`src/rtl/bit_buffer_scheduler_if.sv`:
```
// Handshake bundle between frame writer, bit pixel reader and the ping-pong scheduler.
// Latency: none, wires only.
// Backpressure: wr_ready tells the writer whether its current half is free; otherwise the frame is dropped.
interface bit_buffer_scheduler_if #(
  parameter int DROP_WIDTH = 8
);
  logic                  wr_frame_start;
  logic                  wr_frame_done;
  logic                  wr_ready;
  logic                  wr_buf_index;
  logic                  wr_dropped;
  logic [DROP_WIDTH-1:0] drop_count;
  logic [3:0]            image_number;
  logic                  rd_frame_done;
  logic                  rd_buf_index;
  logic [1:0]            buf_full;
  // Only meaningful when the reader watchdog is built in; held at 0 otherwise.
  logic                  rd_timeout;

  // Writer/reader side: pulses frame events, observes buffer status.
  modport master (
    output wr_frame_start, wr_frame_done, rd_frame_done,
    input  wr_ready, wr_buf_index, wr_dropped, drop_count,
           image_number, rd_buf_index, buf_full, rd_timeout
  );

  // Scheduler side.
  modport slave (
    input  wr_frame_start, wr_frame_done, rd_frame_done,
    output wr_ready, wr_buf_index, wr_dropped, drop_count,
           image_number, rd_buf_index, buf_full, rd_timeout
  );
endinterface

```
`src/rtl/bit_buffer_scheduler.sv`:
```
// Ping-pong scheduler for a two-half frame buffer between a writer and the bit pixel reader.
// Latency: image_number advances one cycle after a half becomes full; wr_dropped one cycle after a rejected start.
// Backpressure: writer is never stalled, a start on a full half is discarded and counted (saturating).
// Optional reader watchdog: define SCHED_RD_WATCHDOG_EN to release a half after RD_TIMEOUT busy cycles.
module bit_buffer_scheduler #(
  parameter int RD_TIMEOUT = 1000000,
  parameter int DROP_WIDTH = 8
) (
  input logic                   pclk,
  input logic                   pclk_reset,
  bit_buffer_scheduler_if.slave bus
);

  typedef enum logic [1:0] {WR_IDLE, WR_FILL, WR_DISCARD} wr_state_t;
  typedef enum logic       {RD_IDLE, RD_BUSY}             rd_state_t;

  localparam logic [DROP_WIDTH-1:0] DROP_ONE = {{(DROP_WIDTH-1){1'b0}}, 1'b1};

  wr_state_t             wr_state;
  rd_state_t             rd_state;
  logic [1:0]            full;
  logic                  wr_idx;
  logic                  rd_idx;
  logic                  wr_dropped_q;
  logic [DROP_WIDTH-1:0] drop_cnt;
  logic [3:0]            img_num;

  logic                  wr_ready;
  logic                  wr_commit;
  logic                  rd_release;
  logic                  rd_wd_fire;
  logic [1:0]            full_set;
  logic [1:0]            full_clr;

  assign wr_ready   = ~full[wr_idx];
  assign wr_commit  = (wr_state == WR_FILL) && bus.wr_frame_done;
  // A watchdog expiry is handled exactly like the reader finishing.
  assign rd_release = (rd_state == RD_BUSY) && (bus.rd_frame_done || rd_wd_fire);
  assign full_set   = wr_commit  ? (wr_idx ? 2'b10 : 2'b01) : 2'b00;
  assign full_clr   = rd_release ? (rd_idx ? 2'b10 : 2'b01) : 2'b00;

`ifdef SCHED_RD_WATCHDOG_EN
  localparam logic [19:0] WD_LAST = 20'(RD_TIMEOUT - 1);

  logic [19:0] wd_cnt;
  logic        rd_timeout_q;

  assign rd_wd_fire = (rd_state == RD_BUSY) && (wd_cnt == WD_LAST);

  // Count reader-busy cycles; flag a stuck reader until the next reset.
  always_ff @(posedge pclk) begin
    if (pclk_reset) begin
      wd_cnt       <= '0;
      rd_timeout_q <= 1'b0;
    end else begin
      if (rd_state != RD_BUSY || rd_release) wd_cnt <= '0;
      else                                   wd_cnt <= wd_cnt + 20'd1;
      if (rd_wd_fire) rd_timeout_q <= 1'b1;
    end
  end

  assign bus.rd_timeout = rd_timeout_q;
`else
  logic unused_timeout;

  assign rd_wd_fire     = 1'b0;
  assign unused_timeout = (RD_TIMEOUT != 0);
  assign bus.rd_timeout = 1'b0;
`endif

  // Full flags: a set and a clear in the same cycle both land; on the same half the set wins.
  always_ff @(posedge pclk) begin
    if (pclk_reset) full <= 2'b00;
    else            full <= (full & ~full_clr) | full_set;
  end

  // Write side: accept into a free half, otherwise swallow the frame and count the drop.
  always_ff @(posedge pclk) begin
    if (pclk_reset) begin
      wr_state     <= WR_IDLE;
      wr_idx       <= 1'b0;
      wr_dropped_q <= 1'b0;
      drop_cnt     <= '0;
    end else begin
      wr_dropped_q <= 1'b0;
      case (wr_state)
        WR_IDLE: begin
          if (bus.wr_frame_start) begin
            if (wr_ready) begin
              wr_state <= WR_FILL;
            end else begin
              wr_state     <= WR_DISCARD;
              wr_dropped_q <= 1'b1;
              if (drop_cnt != '1) drop_cnt <= drop_cnt + DROP_ONE;
            end
          end
        end
        WR_FILL: begin
          if (bus.wr_frame_done) begin
            wr_idx   <= ~wr_idx;
            wr_state <= WR_IDLE;
          end
        end
        WR_DISCARD: begin
          if (bus.wr_frame_done) wr_state <= WR_IDLE;
        end
        default: wr_state <= WR_IDLE;
      endcase
    end
  end

  // Read side: hand each full half to the reader once, advance on completion.
  always_ff @(posedge pclk) begin
    if (pclk_reset) begin
      rd_state <= RD_IDLE;
      rd_idx   <= 1'b0;
      img_num  <= 4'd0;
    end else begin
      case (rd_state)
        RD_IDLE: begin
          if (full[rd_idx]) begin
            rd_state <= RD_BUSY;
            img_num  <= img_num + 4'd1;
          end
        end
        RD_BUSY: begin
          if (rd_release) begin
            rd_idx   <= ~rd_idx;
            rd_state <= RD_IDLE;
          end
        end
        default: rd_state <= RD_IDLE;
      endcase
    end
  end

  assign bus.wr_ready     = wr_ready;
  assign bus.wr_buf_index = wr_idx;
  assign bus.wr_dropped   = wr_dropped_q;
  assign bus.drop_count   = drop_cnt;
  assign bus.image_number = img_num;
  assign bus.rd_buf_index = rd_idx;
  assign bus.buf_full     = full;

endmodule

```
`src/flat_wrapper.sv`:
```
// flat-port wrapper written by rule: the top's interface ports become plain ports
module bit_buffer_scheduler_flat 
#(
  parameter int RD_TIMEOUT = 1000000,
  parameter int DROP_WIDTH = 8
)
  (pclk, pclk_reset, bus_wr_frame_start, bus_wr_frame_done, bus_rd_frame_done, bus_wr_ready, bus_wr_buf_index, bus_wr_dropped, bus_drop_count, bus_image_number, bus_rd_buf_index, bus_buf_full, bus_rd_timeout);
  bit_buffer_scheduler_if #(.DROP_WIDTH(DROP_WIDTH)) bus_i ();
  input logic pclk;
  input logic pclk_reset;
  input wire logic [$bits(bus_i.wr_frame_start)-1:0] bus_wr_frame_start;
  input wire logic [$bits(bus_i.wr_frame_done)-1:0] bus_wr_frame_done;
  input wire logic [$bits(bus_i.rd_frame_done)-1:0] bus_rd_frame_done;
  output wire logic [$bits(bus_i.wr_ready)-1:0] bus_wr_ready;
  output wire logic [$bits(bus_i.wr_buf_index)-1:0] bus_wr_buf_index;
  output wire logic [$bits(bus_i.wr_dropped)-1:0] bus_wr_dropped;
  output wire logic [$bits(bus_i.drop_count)-1:0] bus_drop_count;
  output wire logic [$bits(bus_i.image_number)-1:0] bus_image_number;
  output wire logic [$bits(bus_i.rd_buf_index)-1:0] bus_rd_buf_index;
  output wire logic [$bits(bus_i.buf_full)-1:0] bus_buf_full;
  output wire logic [$bits(bus_i.rd_timeout)-1:0] bus_rd_timeout;
  assign bus_i.wr_frame_start = bus_wr_frame_start;
  assign bus_i.wr_frame_done = bus_wr_frame_done;
  assign bus_i.rd_frame_done = bus_rd_frame_done;
  assign bus_wr_ready = bus_i.wr_ready;
  assign bus_wr_buf_index = bus_i.wr_buf_index;
  assign bus_wr_dropped = bus_i.wr_dropped;
  assign bus_drop_count = bus_i.drop_count;
  assign bus_image_number = bus_i.image_number;
  assign bus_rd_buf_index = bus_i.rd_buf_index;
  assign bus_buf_full = bus_i.buf_full;
  assign bus_rd_timeout = bus_i.rd_timeout;
  bit_buffer_scheduler #(.RD_TIMEOUT(RD_TIMEOUT), .DROP_WIDTH(DROP_WIDTH)) u_core (.pclk(pclk), .pclk_reset(pclk_reset), .bus(bus_i));
endmodule
```
`config.mk`:
```
export PLATFORM = sky130hd
export DESIGN_NAME = bit_buffer_scheduler_flat
export DESIGN_NICKNAME = d
export VERILOG_FILES = /design/src/rtl/bit_buffer_scheduler_if.sv /design/src/rtl/bit_buffer_scheduler.sv /design/src/flat_wrapper.sv
export SDC_FILE = /design/constraint.sdc
export NUM_CORES = 1
export LEC_CHECK = 0
export CAP_MARGIN = 20
export CORE_ASPECT_RATIO = 2
export CORE_MARGIN = 5
export CORE_UTILIZATION = 27
export CTS_CLUSTER_DIAMETER = 150
export DETAILED_ROUTE_END_ITERATION = 16
export DONT_BUFFER_PORTS = 1
export PLACE_DENSITY = 0.47
export SYNTH_ARGS = -nofsm -noshare
export SYNTH_HDL_FRONTEND = slang
export SYNTH_SLANG_ARGS = --single-unit
```
`constraint.sdc`:
```
create_clock -name pclk -period 1.7 [get_ports pclk]
set_clock_uncertainty 0.15 [all_clocks]
set_input_delay 0.51 -clock pclk [delete_from_list [all_inputs] [get_ports pclk]]
set_output_delay 0.51 -clock pclk [all_outputs]
set_load 0.005 [all_outputs]
```
**Word-level counts from Yosys, hierarchy flattened**

Index checks and enable logic that the tools add are counted.

- Register bits after elaboration: 20
- Input bits: 5
- Output and inout bits: 19
- Word-level logic and storage cells: 52

- Add/sub/neg operators: 2
- Magnitude comparators: 2
- Eq/ne operators: 5
- Multiplexer cells: 16
- Bitwise operators: 9
- Reduce and logical (&&, ||, !) cells: 10

Operators by type and width:

| operator | count |
|---|---|
| 2-to-1 mux 2 bit | 7 |
| adder 8 x 1 -> 8 bit (second input constant) | 1 |
| != test 8 bit (second input constant) | 1 |
| AND reduction 2 bit | 4 |
| 2-to-1 mux 1 bit | 7 |
| inverter 1 bit | 6 |
| adder 4 x 1 -> 4 bit (second input constant) | 1 |
| less-than comparator 1 x 2 -> 1 bit (second input constant) | 2 |
| one-hot mux 2 bit (2 select lines) | 1 |
| AND reduction 4 bit | 1 |
| OR reduction 3 bit | 1 |
| bitwise AND 2 bit | 1 |
| == test 2 x 1 -> 1 bit (second input constant) | 1 |
| == test 2 bit (second input constant) | 1 |
| logical AND 1 bit | 2 |
| logical NOT 2 bit | 1 |
| != test 2 x 1 -> 1 bit (second input constant) | 1 |
| != test 2 bit (second input constant) | 1 |
| inverter 2 bit | 1 |
| OR 2 bit | 1 |
| one-hot mux 1 bit (2 select lines) | 1 |
| OR reduction 2 bit | 1 |

**Depth between registers and ports, before layout**

Gate-level depths: netlist of the first run.

- Word-level depth: 5
- Gate-level depth with buffers: 5
- Depth with buffers taken out: 5

**Worst setup path before layout of the first run**

OpenSTA, ideal clock, no wires.

- Kind: reg2reg
- Start point: register u_core.drop_cnt[0] (netlist: u_core.bus.drop_count[0])
- End point: register u_core.drop_cnt[0] (netlist: u_core.bus.drop_count[0])
- Setup time: 0.121 ns
- Arrival: 1.498 ns
- Data required time: 1.429 ns
- Path slack: -0.069 ns
- Stages on the path, launching flop included: 5
- Path buffers: 0
- Clock period less this slack: 1.769 ns
- Cell sequence: dfxtp_1 > ha_1 > and3_1 > a211oi_1 > mux2_2

- Longest elaborated chain between the ends: 2
- Elaborated cells between the ends (all ways): 3
- Classes of those cells: add/sub: 1; eq/ne: 1; reduce/logical: 1

RTL lines:

| item | line | text |
|---|---|---|
| start: declaration | bit_buffer_scheduler.sv:25 | `logic [DROP_WIDTH-1:0] drop_cnt;` |
| start signal: assignment | bit_buffer_scheduler.sv:94 | `if (drop_cnt != '1) drop_cnt <= drop_cnt + DROP_ONE;` |
| branches (longest 2 deep; another with adder 8 x 1 -> 8 bit) | -- |  |

Parallel ways; which one is timed is not known.
A chain may end at the register's enable or synchronous reset.

**Final worst setup path of the first run**

- Start point: register u_core.wr_idx (netlist: u_core.bus.wr_buf_index)
- End point: output bus_wr_ready

- Longest elaborated chain between the ends: 3

RTL lines:

| item | line | text |
|---|---|---|
| start: declaration | bit_buffer_scheduler.sv:22 | `logic wr_idx;` |
| start signal: assignment | bit_buffer_scheduler.sv:100 | `wr_idx <= ~wr_idx;` |
| 2-to-1 mux 1 bit (not written as such) (2 in a row) | bit_buffer_scheduler.sv:35 | `assign wr_ready = ~full[wr_idx];` |
| inverter 1 bit | bit_buffer_scheduler.sv:35 |  |
| end: declaration | flat_wrapper.sv:14 | `output wire logic [$bits(bus_i.wr_ready)-1:0] bus_wr_ready;` |

No other way between the ends. The select of a mux whose other input is x is not followed.

==> impl_metrics.ini, run 1 <==
[outcome]
outcome = complete, no violations

[sta]
worstMarginPinSlew_ns = 0.556
final_hold_viol_count = 0
slew_viol_final = 0
period_share_pct = 99.3
fmax_mhz = 592
slew_headroom_pct = 61.9
min_period_ns = 1.69
setup_slack_ns = 0.0114
rsz0062_at_grt = yes
setup_viol = 0
setup_tns_ns = 0

[cts]
cts_buffers = 3
clk_pin_slew_ns = 0.07
cts_root_buf = clkbuf_8
cts_tree = built
cts_sinks = 20
h-tree-depth = 1
clkLatencyLatePin_ns = 0.25
cts_max_path_buffers = 2

[grt]
grt_antenna_before_repair = 0
grt_use_total_pct = 11.4
grt_max_degree = 24
grt_pass1_vias = 955
grt_pass1_wl_mm = 4.40
overflow = 0

[worst_setup_path]
worstPathMaxFanout = 6
cpPeakStageDelay_ns = 0.34
cp.required_ns = 1.04
crit_family = flip-flops
start_kind = flop
crit_path_cell_trace = mux2_4 -> inv_8
cp-end-kind = primary output
cp_num_buf_inv = 1
critical_path_arrival_ns = 1.03
slowest_stage = dfxtp_2
path_class = reg -> out

[yosys]
ys_seq_area_share_pct = 39.2
async_flop_share_pct = 0
ys_types = 40
synth.avg_cell_area_sq_um = 8.88
ys_ff_latch = 20
syn_inst = 115
syn_area_sq_um = 1020
synth_flop_cell = dfxtp_1
ys.warnings.count = 0
synth_edf_count = 0
synth_fp_nets = 124

[layout]
final_cells = 175
fillers = 407
nNetsFinal = 137
mostFrequentLayoutCell = dfxtp_1
drive_gt1_share_pct = 23.8
seq_area_sq_um = 402
antenna_cells = 0
multiInputGateArea_sq_um = 597
layout_common_cells = dfxtp_1 (19), buf_4 (12), a21oi_1 (8)
area_growth_pct = 20.6
finalCoreUtilization_pct = 33.8

[place]
io_buffers = 0
place_inst = 169
hpwl_mm = 2.00
place_ws_ns = -0.0368
gp_congestion = 0.721

[die]
die_y_um = 97.0
die_width_um = 53.5
initial_utilization_pct = 28.0
placementRows = 31
ioPinCount = 24
die_area_sq_um = 5190
core-area_sq_um = 3650

[detailed_routing]
routed_via_density = 5.27
dr.pass1.iters = 4
final_antenna_net_count = 0
drc = 0
wire_per_inst_um = 15.3
wirelength_mm = 2.69
vias = 923
drt_iter0_markers = 26

[flow_run]
drv_cap = 0

[power_and_ir_drop]
total_power_uw = 912
ir_drop_mv = 0.416
leakage_nw = 0.405
power_density_nw_per_um2 = 740

[min_path]
min_path_type = in -> reg
[report_power, final]
| group | switching (mW) | total [mW] | internal (mW) | leakage, nW |
|---|---|---|---|---|
| registers | 0.0125 | 0.494 | 0.482 | 0.162 |
| clock network | 0.150 | 0.308 | 0.158 | 0.0216 |
| logic | 0.0595 | 0.109 | 0.0495 | 0.221 |
[cell families after synthesis]
| logic type | synth area share [%] |
|---|---|
| fa+ha+maj | 4.90 |
| flops | 39.2 |
| xor+xnor | 0.858 |
| other cells | 0.367 |
| mux | 6.74 |
| simple gates | 23.9 |
| buf+inv | 5.51 |
| compound gates | 18.5 |
[per-stage QoR]
stage          hold WS (ns)  instance area [sq um]
2_1_floorplan         0.300                   1030
3_3_place_gp          0.303                   1130
3_5_place_dp          0.333                   1130
4_1_cts               0.155                   1200
5_1_grt               0.150                   1230
6_report              0.168                   1230
[synthesized netlist by cell type, drive strengths merged (3+ instances only)]
cell type  instances  area share (%)
nor2               6             2.2
nor4               3             1.8
dfxtp             20              39
o21ai              5             2.5
inv                7             2.6
a21oi              8             3.9
buf                3             2.2
nand2b             3             1.8
and2               3             1.8
a211oi             5             3.7
mux2               4             4.8
ha                 4             4.9
nand3              7             3.4
nand2              4             1.5
nor2b              4             2.5
[sequential cells by signal (all words and copies together) (netlist names)]
name,cells
u_core.bus.buf_full,2
u_core.bus.image_number,4
u_core.rd_state,1
u_core.bus.rd_buf_index,1
u_core.bus.drop_count,8
u_core.bus.wr_dropped,1
u_core.wr_state,2
u_core.bus.wr_buf_index,1
[routing by layer]
layer / part of all wire, % / routed length [um] / track usage (%)
met2: 54 / 1440 / 20.0
met4: 2.2 / 59 / 7.09
met5: 0 / 0 / 0
met1: 36 / 956 / 11.0
met3: 8.4 / 226 / 3.23
[worst paths after layout]
| path | startpoint | endpoint | slack, ns | depth (start not counted) |
|---|---|---|---|---|
| setup / recovery | u_core.bus.wr_buf_index | bus_wr_ready | 0.01 | 2 |
| hold / removal | pclk_reset | u_core.bus.wr_buf_index | 0.17 | 1 |
| setup reg to reg | u_core.bus.drop_count[1] | u_core.bus.drop_count[0] | 0.09 | 4 |
| hold reg to reg | u_core.wr_state[1] | u_core.wr_state[1] | 0.35 | 2 |
[cell type report]
type	instances	area share (%)
clock buffer	3	3.35
inverter	7	2.74
multi-input combinational	83	48.5
sequential	20	32.6
tap	49	4.98
timing repair buffer	12	7.32
timing repair inverter	1	0.508
[what timing repair did]
action                                  CTS  global route
pin swaps                                 0             0
endpoints found under the setup margin    2             6
endpoints found under the hold margin     0             0
resized for setup                         5             5
setup buffers                             1             1
hold buffers                              0             0
cloned                                    0             1
(Power assumes the default switching activity.)
==> run 2: changes to the inputs <==
- SLEW_MARGIN: not set -> 20
==> results of run 2 <==
The final DEF is identical to that of run 1; final timing and power are the same.
==> run 3: changes to the inputs <==
- CTS_BUF_LIST: not set -> sky130_fd_sc_hd__clkbuf_2
==> run 3 against run 2 <==
Compared with the run above: the flow now finishes with violations (negative setup slack); critical path depth did not move; non-clock buffer count is the same; register-to-register slack worse by 0.05 ns; final cell count stayed put; maximum frequency fell by 5.0%.
==> impl_metrics.ini, run 3 (same netlist as run 1, synthesis figures left out) <==
[outcome]
outcome = finished with violations
violations = negative setup slack

[min_path]
hp-start = pclk_reset
holdPathEnd = u_core.bus.wr_buf_index
min_path_type = in -> reg
hold_depth = 1

[sta]
slew_viol_final = 0
fmax_mhz = 563
period_share_pct = 105
min_period_ns = 1.78
rsz0062_at_grt = yes
worstMarginPinSlew_ns = 0.556
setup_viol = 1
setup_tns_ns = -0.0776
final_hold_viol_count = 0
setup_slack_ns = -0.0776
slew_headroom_pct = 61.8

[place]
place_inst = 169
hpwl_mm = 2.00
io_buffers = 0
gp_congestion = 0.721

[detailed_routing]
routed_via_density = 5.23
wire_per_inst_um = 15.3
wirelength_mm = 2.67
vias = 915
drc = 0
dr.pass1.iters = 4
final_antenna_net_count = 0
drt_iter0_markers = 17

[die]
initial_utilization_pct = 28.0
ioPinCount = 24
die_width_um = 53.5
placementRows = 31
die_area_sq_um = 5190
die_y_um = 97.0
core-area_sq_um = 3650

[worst_setup_path]
path_class = reg -> out
start_kind = flop
worstRegToRegCells = 4
crit_path_cell_trace = mux2_4 -> inv_8
slowest_stage = dfxtp_2
crit_family = flip-flops
cp_num_buf_inv = 1
worstPathMaxFanout = 6
rr_endpoint = u_core.bus.drop_count[5]
cpPeakStageDelay_ns = 0.38
r2r_slack_ns = 0.04
cp.required_ns = 1.04
critical_path_arrival_ns = 1.12
cp-end-kind = primary output
timing.rr.start = u_core.bus.drop_count[0]

[layout]
nNetsFinal = 137
antenna_cells = 0
drive_gt1_share_pct = 23.0
area_growth_pct = 16.5
mostFrequentLayoutCell = dfxtp_1
final_cells = 175
largest_reg_flops = 8
layout_common_cells = dfxtp_1 (18), buf_4 (12), a21oi_1 (8), nand3_1 (7)

[power_and_ir_drop]
power_density_nw_per_um2 = 670
leakage_nw = 0.399
total_power_uw = 797
ir_drop_mv = 0.376

[grt]
grt_antenna_before_repair = 0
grt_max_degree = 24
grt_pass1_wl_mm = 4.47
grt_pass1_vias = 952
overflow = 0
grt_use_total_pct = 11.6

[cts]
cts_buffers = 3
cts_tree = built
clkLatencyLatePin_ns = 0.32
cts_sinks = 20
ctsHoldBuffers = 0
cts_root_buf = clkbuf_2
cts_max_path_buffers = 2
clk_pin_slew_ns = 0.19
h-tree-depth = 1

[flow_run]
drv_cap = 0
## run 3: how the worst max path moves through the flow
stage / depth (start not counted) / from / endpoint / slack [ns]
floorplan: 4 / u_core.bus.drop_count[0] / u_core.bus.drop_count[0] / 0.008
finish: 2 / u_core.bus.wr_buf_index / bus_wr_ready / -0.08
global placement: 4 / u_core.bus.drop_count[1] / u_core.bus.drop_count[5] / -0.05
detailed placement: 4 / u_core.bus.drop_count[1] / u_core.bus.drop_count[5] / -0.04
global route: 2 / u_core.bus.wr_buf_index / bus_wr_ready / -0.12
CTS: 2 / u_core.bus.wr_buf_index / bus_wr_ready / -0.1
## run 3: metal layers
layer	GRT usage (%)	wire, um	vias up
li1	-	-	447
met3	3.23	205	5
met2	21.1	1440	25
met1	10.9	969	438
met4	5.91	58	0
met5	0	0	-
## run 3: final cells by class
type,instances,area (sq um)
fill,417,2460
inverter,7,33.8
sequential,20,403
multi-input combinational,83,581
timing repair inverter,1,6.26
tap,49,61.3
timing repair buffer,12,90.1
clock buffer,3,15.0
## run 3: per-stage QoR
step	instance area [sq um]	setup WS, ns	utilization (%)	hold slack (ns)
6_report	1190	-0.0776	32.6	0.0790
5_1_grt	1190	-0.119	32.6	0.0317
4_1_cts	1180	-0.0975	32.3	0.0585
3_5_place_dp	1130	-0.0368	31.1	0.333
3_3_place_gp	1130	-0.0481	31.1	0.303
2_1_floorplan	1030	0.00805	-	0.300
## run 3: worst register-to-register path, stage by stage, from the launching register on
cell	delay, ns
dfxtp_1	0.35
ha_1	0.23
and4_1	0.22
nor4_2	0.27
mux2_2	0.37
## run 3: power by group
part           leakage [nW]  internal (mW)  switching, mW  total [mW]
Clock                0.0125         0.0481          0.145       0.193
Sequential            0.163          0.483         0.0126       0.495
Combinational         0.224         0.0495         0.0593       0.109
Total                 0.399          0.580          0.217       0.797
## run 3: timing repair
action	in CTS	in global routing
setup buffers	2	0
setup endpoints to repair	2	7
resized for setup	4	4
pin swaps	0	1
hold endpoints to repair	0	0
cloned	1	0
